**config.mk**
```make
export PLATFORM = sky130hd
export DESIGN_NAME = top
export DESIGN_NICKNAME = d
export VERILOG_FILES = /design/src/rtl/top.sv
export SDC_FILE = /design/constraint.sdc
export NUM_CORES = 1
export LEC_CHECK = 0
export CAP_MARGIN = 5
export CORE_UTILIZATION = 39
export CTS_CLUSTER_DIAMETER = 40
export DETAILED_ROUTE_END_ITERATION = 8
export PLACE_DENSITY = 0.81
export SLEW_MARGIN = 20
export SYNTH_ARGS = -nofsm -noshare
export SYNTH_HDL_FRONTEND = slang
export SYNTH_SLANG_ARGS = --single-unit
```
**constraint.sdc**
```tcl
create_clock -name clk -period 1 [get_ports clk]
set_input_delay 0.25 -clock clk [delete_from_list [all_inputs] [get_ports clk]]
set_output_delay 0.25 -clock clk [all_outputs]
set_load 0.01 [all_outputs]
```
**src/rtl/top.sv**
```systemverilog
// Registered Q8.8 -> signed 8-bit converter: round to nearest, saturate high, sticky overflow.
// Define ROUND_HALF_EVEN_EN to resolve exact .5 ties to the even integer instead of rounding up.
module top (
  input  logic        clk,
  input  logic        rst_n,
  input  logic        in_valid,
  input  logic [15:0] fixed_point_in,
  input  logic        ovf_clr,
  output logic        out_valid,
  output logic [7:0]  rounded_integer_out,
  output logic        overflow,
  output logic        ovf_sticky
);

  localparam int unsigned IN_W   = 16;
  localparam int unsigned FRAC_W = 8;
  localparam int unsigned OUT_W  = 8;
  localparam int unsigned TMP_W  = OUT_W + 1;

  localparam logic signed [TMP_W-1:0] SAT_MAX   = 9'sd127;
  localparam logic        [OUT_W-1:0] OUT_MAX   = 8'h7F;
  localparam logic        [FRAC_W-1:0] FRAC_HALF = 8'h80;

`ifdef ROUND_HALF_EVEN_EN
  localparam logic HALF_EVEN = 1'b1;
`else
  localparam logic HALF_EVEN = 1'b0;
`endif

  logic signed [TMP_W-1:0] half_up_c;
  logic signed [TMP_W-1:0] temp_res_c;
  logic                    tie_c;
  logic                    floor_even_c;
  logic                    sat_c;
  logic [OUT_W-1:0]        sat_out_c;

  logic             out_valid_q, out_valid_d;
  logic [OUT_W-1:0] result_q, result_d;
  logic             overflow_q, overflow_d;
  logic             sticky_q, sticky_d;

  // (x + 0.5) >>> 8 equals floor(x) plus the fraction MSB, so no wide adder is needed
  always_comb begin
    half_up_c    = {fixed_point_in[IN_W-1], fixed_point_in[IN_W-1:FRAC_W]}
                 + TMP_W'(fixed_point_in[FRAC_W-1]);
    tie_c        = (fixed_point_in[FRAC_W-1:0] == FRAC_HALF);
    floor_even_c = ~fixed_point_in[FRAC_W];
    temp_res_c   = half_up_c - TMP_W'(HALF_EVEN & tie_c & floor_even_c);
    sat_c        = (temp_res_c > SAT_MAX);
    sat_out_c    = sat_c ? OUT_MAX : temp_res_c[OUT_W-1:0];
  end

  // Data and flag hold between valid samples; set beats clear on the sticky bit
  always_comb begin
    out_valid_d = in_valid;
    result_d    = result_q;
    overflow_d  = overflow_q;
    sticky_d    = sticky_q;
    if (in_valid) begin
      result_d   = sat_out_c;
      overflow_d = sat_c;
    end
    if (ovf_clr) begin
      sticky_d = 1'b0;
    end
    if (in_valid && sat_c) begin
      sticky_d = 1'b1;
    end
  end

  always_ff @(posedge clk or negedge rst_n) begin
    if (!rst_n) begin
      out_valid_q <= 1'b0;
      result_q    <= '0;
      overflow_q  <= 1'b0;
      sticky_q    <= 1'b0;
    end else begin
      out_valid_q <= out_valid_d;
      result_q    <= result_d;
      overflow_q  <= overflow_d;
      sticky_q    <= sticky_d;
    end
  end

  assign out_valid           = out_valid_q;
  assign rounded_integer_out = result_q;
  assign overflow            = overflow_q;
  assign ovf_sticky          = sticky_q;

endmodule

```
## Word level (Yosys, flattened, before mapping)

Cells that the tools add are included.

- Word-level logic and storage cells: 11
- Flip-flop bits (word level): 11
- Bits of input ports: 20

- Order comparisons: 1
- Reductions and logical operators: 2
- $add $sub $neg: 1
- Multiplexer cells: 3

Operator list:

| cell | number |
|---|---|
| $add 8x2->9 | 1 |
| $gt 9x8->1 const B | 1 |
| $mux 8 | 1 |
| $mux 1 | 2 |
| $reduce_bool 2->1 | 1 |
| $logic_and 1x1->1 | 1 |

## Depth between registers and ports, before layout

Gate-level depths: netlist (run 1).

- Depth in word-level cells: 4
- Gate-level depth with buffers: 5

## Worst setup path before layout (run 1)

No wires, ideal clock.

- Path kind: input port to flip-flop
- Start: in fixed_point_in[7]
- End: reg result_q[2] (netlist: rounded_integer_out[2])
- Setup slack: -0.262 ns
- Arrival: 1.121 ns
- Stages on the path: 5
- Buffers on the path: 0
- Library setup time: 0.141 ns
- Cell sequence: ha_1 -> ha_1 -> and3_1 -> o21bai_4 -> a31oi_1

- Word-level cells in the longest chain between the ends: 3

RTL lines:

| element | RTL line | source |
|---|---|---|
| start: declaration | 7 | `input logic [15:0] fixed_point_in,` |
| $add 8x2->9 * | 45 | `+ TMP_W'(fixed_point_in[FRAC_W-1]);` |
| $gt 9x8->1 | 49 | `sat_c = (temp_res_c > SAT_MAX);` |
| $mux 8 * | 50 | `sat_out_c = sat_c ? OUT_MAX : temp_res_c[OUT_W-1:0];` |
| end signal: assignment | 79 | `result_q <= result_d;` |
| end: declaration | 38 | `logic [OUT_W-1:0] result_q, result_d;` |

Mark *: on every way between the ends. The rest lies on a longest branch, timed or not.
A chain may end at the register's enable or synchronous reset.

## Worst setup path in the final report (run 1)

- Start: reg overflow_q (netlist: overflow)
- End: out overflow

RTL lines:

| element | RTL line | source |
|---|---|---|
| start: declaration | 39 | `logic overflow_q, overflow_d;` |
| start signal: assignment | 80 | `overflow_q <= overflow_d;` |
| end: declaration | 11 | `output logic overflow,` |

No word-level cell between the ends.

==> impl_metrics.yaml, run 1 <==
die:
  die_w_um: 40.1
  ios: 31
  fp.dieH_um: 40.1
  dieArea_sq_um: 1610
  std_cell_rows: 13
  initial_utilization_pct: 42.9
  core-area_sq_um: 1320
routing:
  drt_iter0_drc: 9
  drc: 0
  num_vias: 575
  finalWirelength_um: 1360
  ant_nets: 0
  wl_per_cell_um: 11.7
  dr.pass1.iters: 5
  drt-vias-per-instance: 4.96
pwr:
  switching_share_pct: 26.4
  p_clk_share_pct: 27.2
  intPower_w: 0.000810
  p_comb_share_pct: 27.6
  power_density_nw_per_um2: 1120
  leakagePower_nw: 0.461
  ir_drop_uv: 621
  p_seq_share_pct: 45.2
  p_switching_w: 0.000290
  power_w: 0.00110
final_layout:
  area_delta_synth_final_pct: 73.5
  num-nets-final: 125
  final_common_cell: "buf_4"
  drive_gt1_share_pct: 47.5
  final_cell_mix: "19 x buf_4, 11 x dfrtp_1, 11 x buf_2"
  diodes: 0
  layout.cells.non_filler: 116
  fin_util_pct: 74.5
place:
  gp_congestion: 0.768
  dp_cells: 106
  io_buffers: 23
  post-dp-hpwl_um: 1040
worst_setup_path:
  path_cells: "buf_2"
  max_stage_delay_ps: 390
  worstSetupEndpointType: "output port"
  cp_num_buf_inv: 1
  critPathMaxFanout: 2
  start_kind: "flip-flop"
  critical_path_arrival_ps: 790
  cp_data_required_time_ps: 750
  cpLargestDelayFamily: "flip-flops"
  path_depth: 1
  cpMaxStageDelayCell: "dfrtp_1"
  critPathKind: "flip-flop to output port"
  ff2ff_path_depth: 4
synth:
  synth_ff_type: "dfrtp_1"
  avgSynthCellArea_sq_um: 10.1
  synth_top_area_cell: "dfrtp_1"
  syn-num-nets: 79
  synth_edf_count: 0
  synthArstFlopShare_pct: 100
  synth_warnings: 0
  yosysUniqueCellTypes: 21
  synth_seq_cells: 11
  yosys.area.top_type_share_pct: 48.7
  synth_area_leaders: "dfrtp_1 49%, a31oi_1 6.6%, ha_1 6.6%"
  yosysSeqAreaShare_pct: 48.7
  syn_inst: 56
  syn-cell-area_sq_um: 566
clocking:
  htree_levels: 1
  clk_latency_ps: 260
  cts_made_buffers: 3
  cts_tree: "yes"
  cts.reportedPaths.clkPinSlew_ps: 70
  cts_hold_buf: 0
  cts_num_sinks: 11
  cts_root_buf: "clkbuf_4"
  ctsLongestPathBuffers: 2
timing:
  finalSetupTns_ps: -345
  worst_slack_ps: -39.1
  skew_ps: 0
  period_needed_ps: 1040
  clock.fmax_ghz: 0.962
  slew_headroom_pct: 84.8
  finalSetupViolCount: 17
  period_share_pct: 104
  finalHoldViolations: 0
  tightestPinTransition_ps: 228
  maxSlewViolCount: 0
  rsz0062_at_grt: "yes"
grt:
  grt_pass1_wl_um: 1970
  grt_max_degree: 12
  antenna_found_initial: 0
  grt_pass1_vias: 475
  grt.total_usage_pct: 19.1
  gr-total-overflow: 0
flow_run:
  cap_violations: 0
hold_path:
  hold_path_class: "input port to async pin"
outcome:
  violations: "negative setup slack"
  outcome: "finished, violations left"
==> worst reg2reg max path, cell delays in order, from the launching register on <==
cell	delay, ps
dfrtp_1	380
buf_4	130
buf_4	110
nor2_1	70
a31oi_1	50
==> layer usage <==
layer	routed length, um	track usage [%]	vias up
met5	0	0	-
met4	14	12.9	0
met3	35	1.67	2
met2	695	32.3	15
met1	615	22.5	269
li1	-	-	289
==> through the flow <==
step           setup WS (ps)  hold slack (ps)  area [sq um]
4_1_cts                -59.2              274           952
2_1_floorplan           -124            -45.6           601
3_3_place_gp            -707              476           943
3_5_place_dp            -765              493           943
6_report               -39.1              272           981
5_1_grt                -67.1              282           981
==> state kept, by name, summed over array words and instances, names as in the netlist <==
| name | cells |
|---|---|
| out_valid | 1 |
| ovf_sticky | 1 |
| overflow | 1 |
| rounded_integer_out | 8 |
==> power by group through the flow <==
stage           logic, W  clock network, W  registers [W]
2_1_floorplan  0.0000763                 0       0.000526
3_3_place_gp    0.000296                 0       0.000505
3_5_place_dp    0.000302                 0       0.000508
4_1_cts         0.000289          0.000308       0.000497
5_1_grt         0.000332          0.000327       0.000503
6_report        0.000304          0.000300       0.000497
==> logic make-up after synthesis <==
family	after synthesis	share of synthesized area (%)
flops	11	48.7
simple gates	18	17.0
fa+ha+maj	3	6.64
compound gates	14	17.5
buf+inv	6	3.98
xor+xnor	4	6.20
==> synth_stat cells, types with 2 or more instances <==
cell	count
o21ai_0	2
a31oi_1	6
dfrtp_1	11
inv_1	5
nand3_1	3
and3_1	2
nor2_1	7
xor2_1	3
nand2_1	3
ha_1	3
==> final cells by class <==
cell class	instances	area, sq um
inverter	5	18.8
timing repair buffer	42	322
clock buffer	4	26.3
tap	15	18.8
sequential	11	275
multi-input combinational	39	320
fill	97	337
==> worst paths after layout <==
kind	startpoint	endpoint	slack [ps]
worst max-delay path	overflow	overflow	-40
worst min-delay path	rst_n	rounded_integer_out[2]	270
worst max register to register	rounded_integer_out[3]	rounded_integer_out[3]	130
worst min register to register	overflow	overflow	510
max in group asynchronous	rst_n	rounded_integer_out[5]	580
min in group clk	in_valid	out_valid	340
==> what timing repair did <==
item                       CTS  global route
pin swaps                    9             6
setup buffers                4             2
gates resized for setup     70             4
setup endpoints to repair   21            20
No activity file was read; power rests on OpenSTA's default activity.
==> run 2, diff against run 1 <==
- CORE_UTILIZATION: 39 -> 37
- PLACE_DENSITY: 0.81 -> 0.77
- clock period: 1 -> 1.1 ns (I/O delays scaled with it)
==> run 2 against run 1 <==
- the run now ends clean
- sequential power down 9.1%
- first-iteration DRC count increased by 78%
- setup slack improved by 70 ps
- critical path type unchanged
- largest power group unchanged
- highest routed layer unchanged
==> impl_metrics.yaml, run 2 (synthesized netlist as in run 1, its figures left out) <==
worst_setup_path:
  max_stage_delay_ps: 380
  critPathKind: "flip-flop to output port"
  path_cells: "buf_2"
  cp_data_required_time_ps: 820
  r2r_start: "rounded_integer_out[4]"
  worstSetupEndpointType: "output port"
  cpLargestDelayFamily: "flip-flops"
  critPathMaxFanout: 2
  cp-startpoint: "rounded_integer_out[3]"
  start_kind: "flip-flop"
  cp_num_buf_inv: 1
  critical_path_arrival_ps: 790
  cpMaxStageDelayCell: "dfrtp_1"
die:
  fp.dieH_um: 41.1
  core-area_sq_um: 1370
  die_w_um: 41.1
  initial_utilization_pct: 41.4
  ios: 31
  dieArea_sq_um: 1690
  std_cell_rows: 13
clocking:
  cts_num_sinks: 11
  htree_levels: 1
  clk_latency_ps: 270
  ctsLongestPathBuffers: 2
  cts_made_buffers: 3
  cts.reportedPaths.clkPinSlew_ps: 70
  cts_root_buf: "clkbuf_4"
  cts_tree: "yes"
place:
  gp_congestion: 0.805
  io_buffers: 23
  post-dp-hpwl_um: 1120
timing:
  period_needed_ps: 1070
  rsz0062_at_grt: "yes"
  finalSetupViolCount: 0
  period_share_pct: 97.2
  whs_ps: 295
  clock.fmax_ghz: 0.935
  finalHoldViolations: 0
  slew_headroom_pct: 84.4
  skew_ps: 0
  maxSlewViolCount: 0
  tightestPinTransition_ps: 234
outcome:
  outcome: "finished clean"
routing:
  drc: 0
  num_vias: 564
  drt_iter0_drc: 16
  wl_per_cell_um: 12.7
  dr.pass1.iters: 4
  finalWirelength_um: 1440
  drt-vias-per-instance: 4.99
  ant_nets: 0
grt:
  grt_pass1_vias: 533
  grt_pass1_wl_um: 2170
  grt_max_degree: 12
  grt.total_usage_pct: 20.0
  antenna_found_initial: 0
  gr-total-overflow: 0
final_layout:
  final_common_cell: "buf_4"
  fin_util_pct: 68.9
  diodes: 0
  area_delta_synth_final_pct: 66.4
  drive_gt1_share_pct: 40.8
  final_cell_mix: "15 x buf_4, 12 x buf_2, 11 x dfrtp_1, 6 x nor2_1, 6 x a31oi_1"
  largest_register_ffs: 8
  num-nets-final: 122
pwr:
  power_density_nw_per_um2: 1050
  leakagePower_nw: 0.453
  ir_drop_uv: 789
  power_w: 0.000984
hold_path:
  hold_path_class: "input port to async pin"
flow_run:
  cap_violations: 0
[run 2: layer usage]
layer  global-route usage [%]  vias up  wire (um)
met5                        0        -          0
li1                         -      284          -
met3                     4.89        4         95
met4                     9.68        0         23
met1                     23.3      256        686
met2                     34.0       20        630
[run 2: what timing repair did]
action | in CTS | in global routing
hold buffers | 0 | 0
endpoints found under the hold margin | 0 | 0
gates resized for setup | 61 | 2
pin swaps | 6 | 1
setup buffers | 2 | 0
endpoints found under the setup margin | 21 | 8
[run 2: area by class of cell]
class	instances	area, sq um
Inverter	5	18.8
Multi-Input combinational cell	39	300
Timing Repair Buffer	39	302
Fill cell	122	425
Tap cell	15	18.8
Clock buffer	4	26.3
Sequential cell	11	275
[run 2: power breakdown]
part | switching (W) | total (W) | internal (W) | leakage [nW]
Combinational | 0.000113 | 0.000251 | 0.000138 | 0.308
Clock | 0.000141 | 0.000282 | 0.000140 | 0.0150
Sequential | 0.0000147 | 0.000452 | 0.000437 | 0.131
[run 2: final timing paths]
kind,end,slack [ps],depth (start not counted)
worst max-delay path,rounded_integer_out[3],30,1
worst min-delay path,rounded_integer_out[2],290,2
worst max register to register,rounded_integer_out[4],240,4
worst min register to register,rounded_integer_out[7],530,2
max in group asynchronous,ovf_sticky,660,2
min in group clk,out_valid,390,2
[run 2: through the flow]
stage | instance area (sq um) | setup TNS [ps] | instances | worst slack, ps
after CTS | 932 | 0 | 113 | 2.55
after floorplan | 596 | -353 | 56 | -48.8
after global routing | 941 | -13.0 | 113 | -13.0
final | 941 | 0 | 113 | 30.5
after detailed placement | 958 | -6510 | 107 | -662
after global placement | 958 | -6230 | 107 | -638
==> run 3, diff against run 2 <==
- SETUP_SLACK_MARGIN: not set -> 0.2
==> run 3 against run 2 <==
- wire length is 17% higher
- power increased by 4.3%
- sequential cell count did not move
- first-iteration DRC count down 63%
- highest routed layer unchanged
==> impl_metrics.yaml, run 3 (synthesized netlist as in run 1, its figures left out) <==
routing:
  finalWirelength_um: 1680
  drt-vias-per-instance: 5.10
  wl_per_cell_um: 13.8
  drt_iter0_drc: 6
  drc: 0
  num_vias: 622
  dr.pass1.iters: 4
  ant_nets: 0
worst_setup_path:
  cpLargestDelayFamily: "flip-flops"
  cp_data_required_time_ps: 820
  critical_path_arrival_ps: 820
  cpMaxStageDelayCell: "dfrtp_1"
  critPathMaxFanout: 2
  worstSetupEndpointType: "output port"
  path_depth: 1
  path_cells: "buf_2"
  ff2ff_path_depth: 4
  start_kind: "flip-flop"
  reg2reg_setup_slack_ps: 140
  cp_num_buf_inv: 1
  critPathKind: "flip-flop to output port"
  max_stage_delay_ps: 400
place:
  gp_congestion: 0.811
  post-dp-hpwl_um: 1120
  io_buffers: 23
timing:
  finalSetupViolCount: 0
  slew_headroom_pct: 84.9
  tightestPinTransition_ps: 226
  whs_ps: 307
  clock.fmax_ghz: 0.914
  skew_ps: 0
  rsz0062_at_grt: "yes"
  period_share_pct: 99.4
  finalHoldViolations: 0
  period_needed_ps: 1090
  maxSlewViolCount: 0
clocking:
  ctsLongestPathBuffers: 2
  cts_made_buffers: 3
  cts_hold_buf: 0
  clk_latency_ps: 260
  htree_levels: 1
  cts.reportedPaths.clkPinSlew_ps: 80
  cts_tree: "yes"
  cts_num_sinks: 11
  cts_root_buf: "clkbuf_4"
final_layout:
  diodes: 0
  drive_gt1_share_pct: 48.6
  largest_register_ffs: 8
  area_delta_synth_final_pct: 80.3
  fin_util_pct: 74.6
  final_common_cell: "buf_4"
  final_cell_mix: "24 x buf_4, 11 x dfrtp_1, 10 x buf_2, 7 x dlygate4sd2_1"
  num-nets-final: 131
hold_path:
  hold_path_class: "input port to async pin"
pwr:
  power_density_nw_per_um2: 1010
  leakagePower_nw: 0.495
  ir_drop_uv: 515
grt:
  grt_max_degree: 12
  grt_pass1_wl_um: 2300
  grtUsageMet3_pct: 4.89
  grt_pass1_vias: 548
  grt_use_met1_pct: 23.1
  grt_busiest_layer: "met2"
  gr-usage-met2_pct: 40.2
  grt.total_usage_pct: 21.1
  gr-total-overflow: 0
  antenna_found_initial: 0
die:
  core-area_sq_um: 1370
  initial_utilization_pct: 41.4
  dieArea_sq_um: 1690
  ios: 31
  std_cell_rows: 13
  fp.dieH_um: 41.1
  die_w_um: 41.1
outcome:
  outcome: "finished clean"
flow_run:
  cap_violations: 0
==> run 3: layer usage <==
| layer | wire length (um) | share of wire, % |
|---|---|---|
| met5 | 0 | 0 |
| met3 | 98 | 5.8 |
| met2 | 915 | 54 |
| met4 | 35 | 2.1 |
| met1 | 634 | 38 |
==> run 3: where the power goes <==
part	internal [W]	switching (W)	total [W]
registers	0.000437	0.0000177	0.000455
logic	0.000163	0.000126	0.000289
clock network	0.000140	0.000142	0.000283
total	0.000741	0.000286	0.00103
==> run 3: area by class of cell <==
class                      instances  area [sq um]
timing repair buffer              48           372
multi-input combinational         39           309
tap                               15          18.8
fill                             115           347
clock buffer                       4          26.3
sequential                        11           275
inverter                           5          18.8
==> run 3: worst paths after layout <==
check                                  startpoint                endpoint
max in group asynchronous                   rst_n  rounded_integer_out[5]
min in group clk                fixed_point_in[8]  rounded_integer_out[0]
setup reg to reg           rounded_integer_out[0]  rounded_integer_out[0]
hold reg to reg            rounded_integer_out[6]  rounded_integer_out[6]
hold / removal                              rst_n  rounded_integer_out[0]
setup / recovery           rounded_integer_out[1]  rounded_integer_out[1]
==> run 3: what timing repair did <==
action	4_1_cts	5_1_grt
pin swaps	9	9
setup buffers	6	3
setup endpoints to repair	21	21
gates resized for setup	71	4
==> run 3: stage by stage <==
stage	setup TNS [ps]	cell area, sq um	setup WS, ps	instances	total power (W)
finish	0	1020	6.25	122	0.00103
detailed placement	-6730	966	-682	109	0.000745
global route	-22.9	1020	-11.7	122	0.00108
global placement	-6290	966	-629	109	0.000733
CTS	0	977	10.2	119	0.000995
floorplan	-319	601	-48.8	56	0.000547
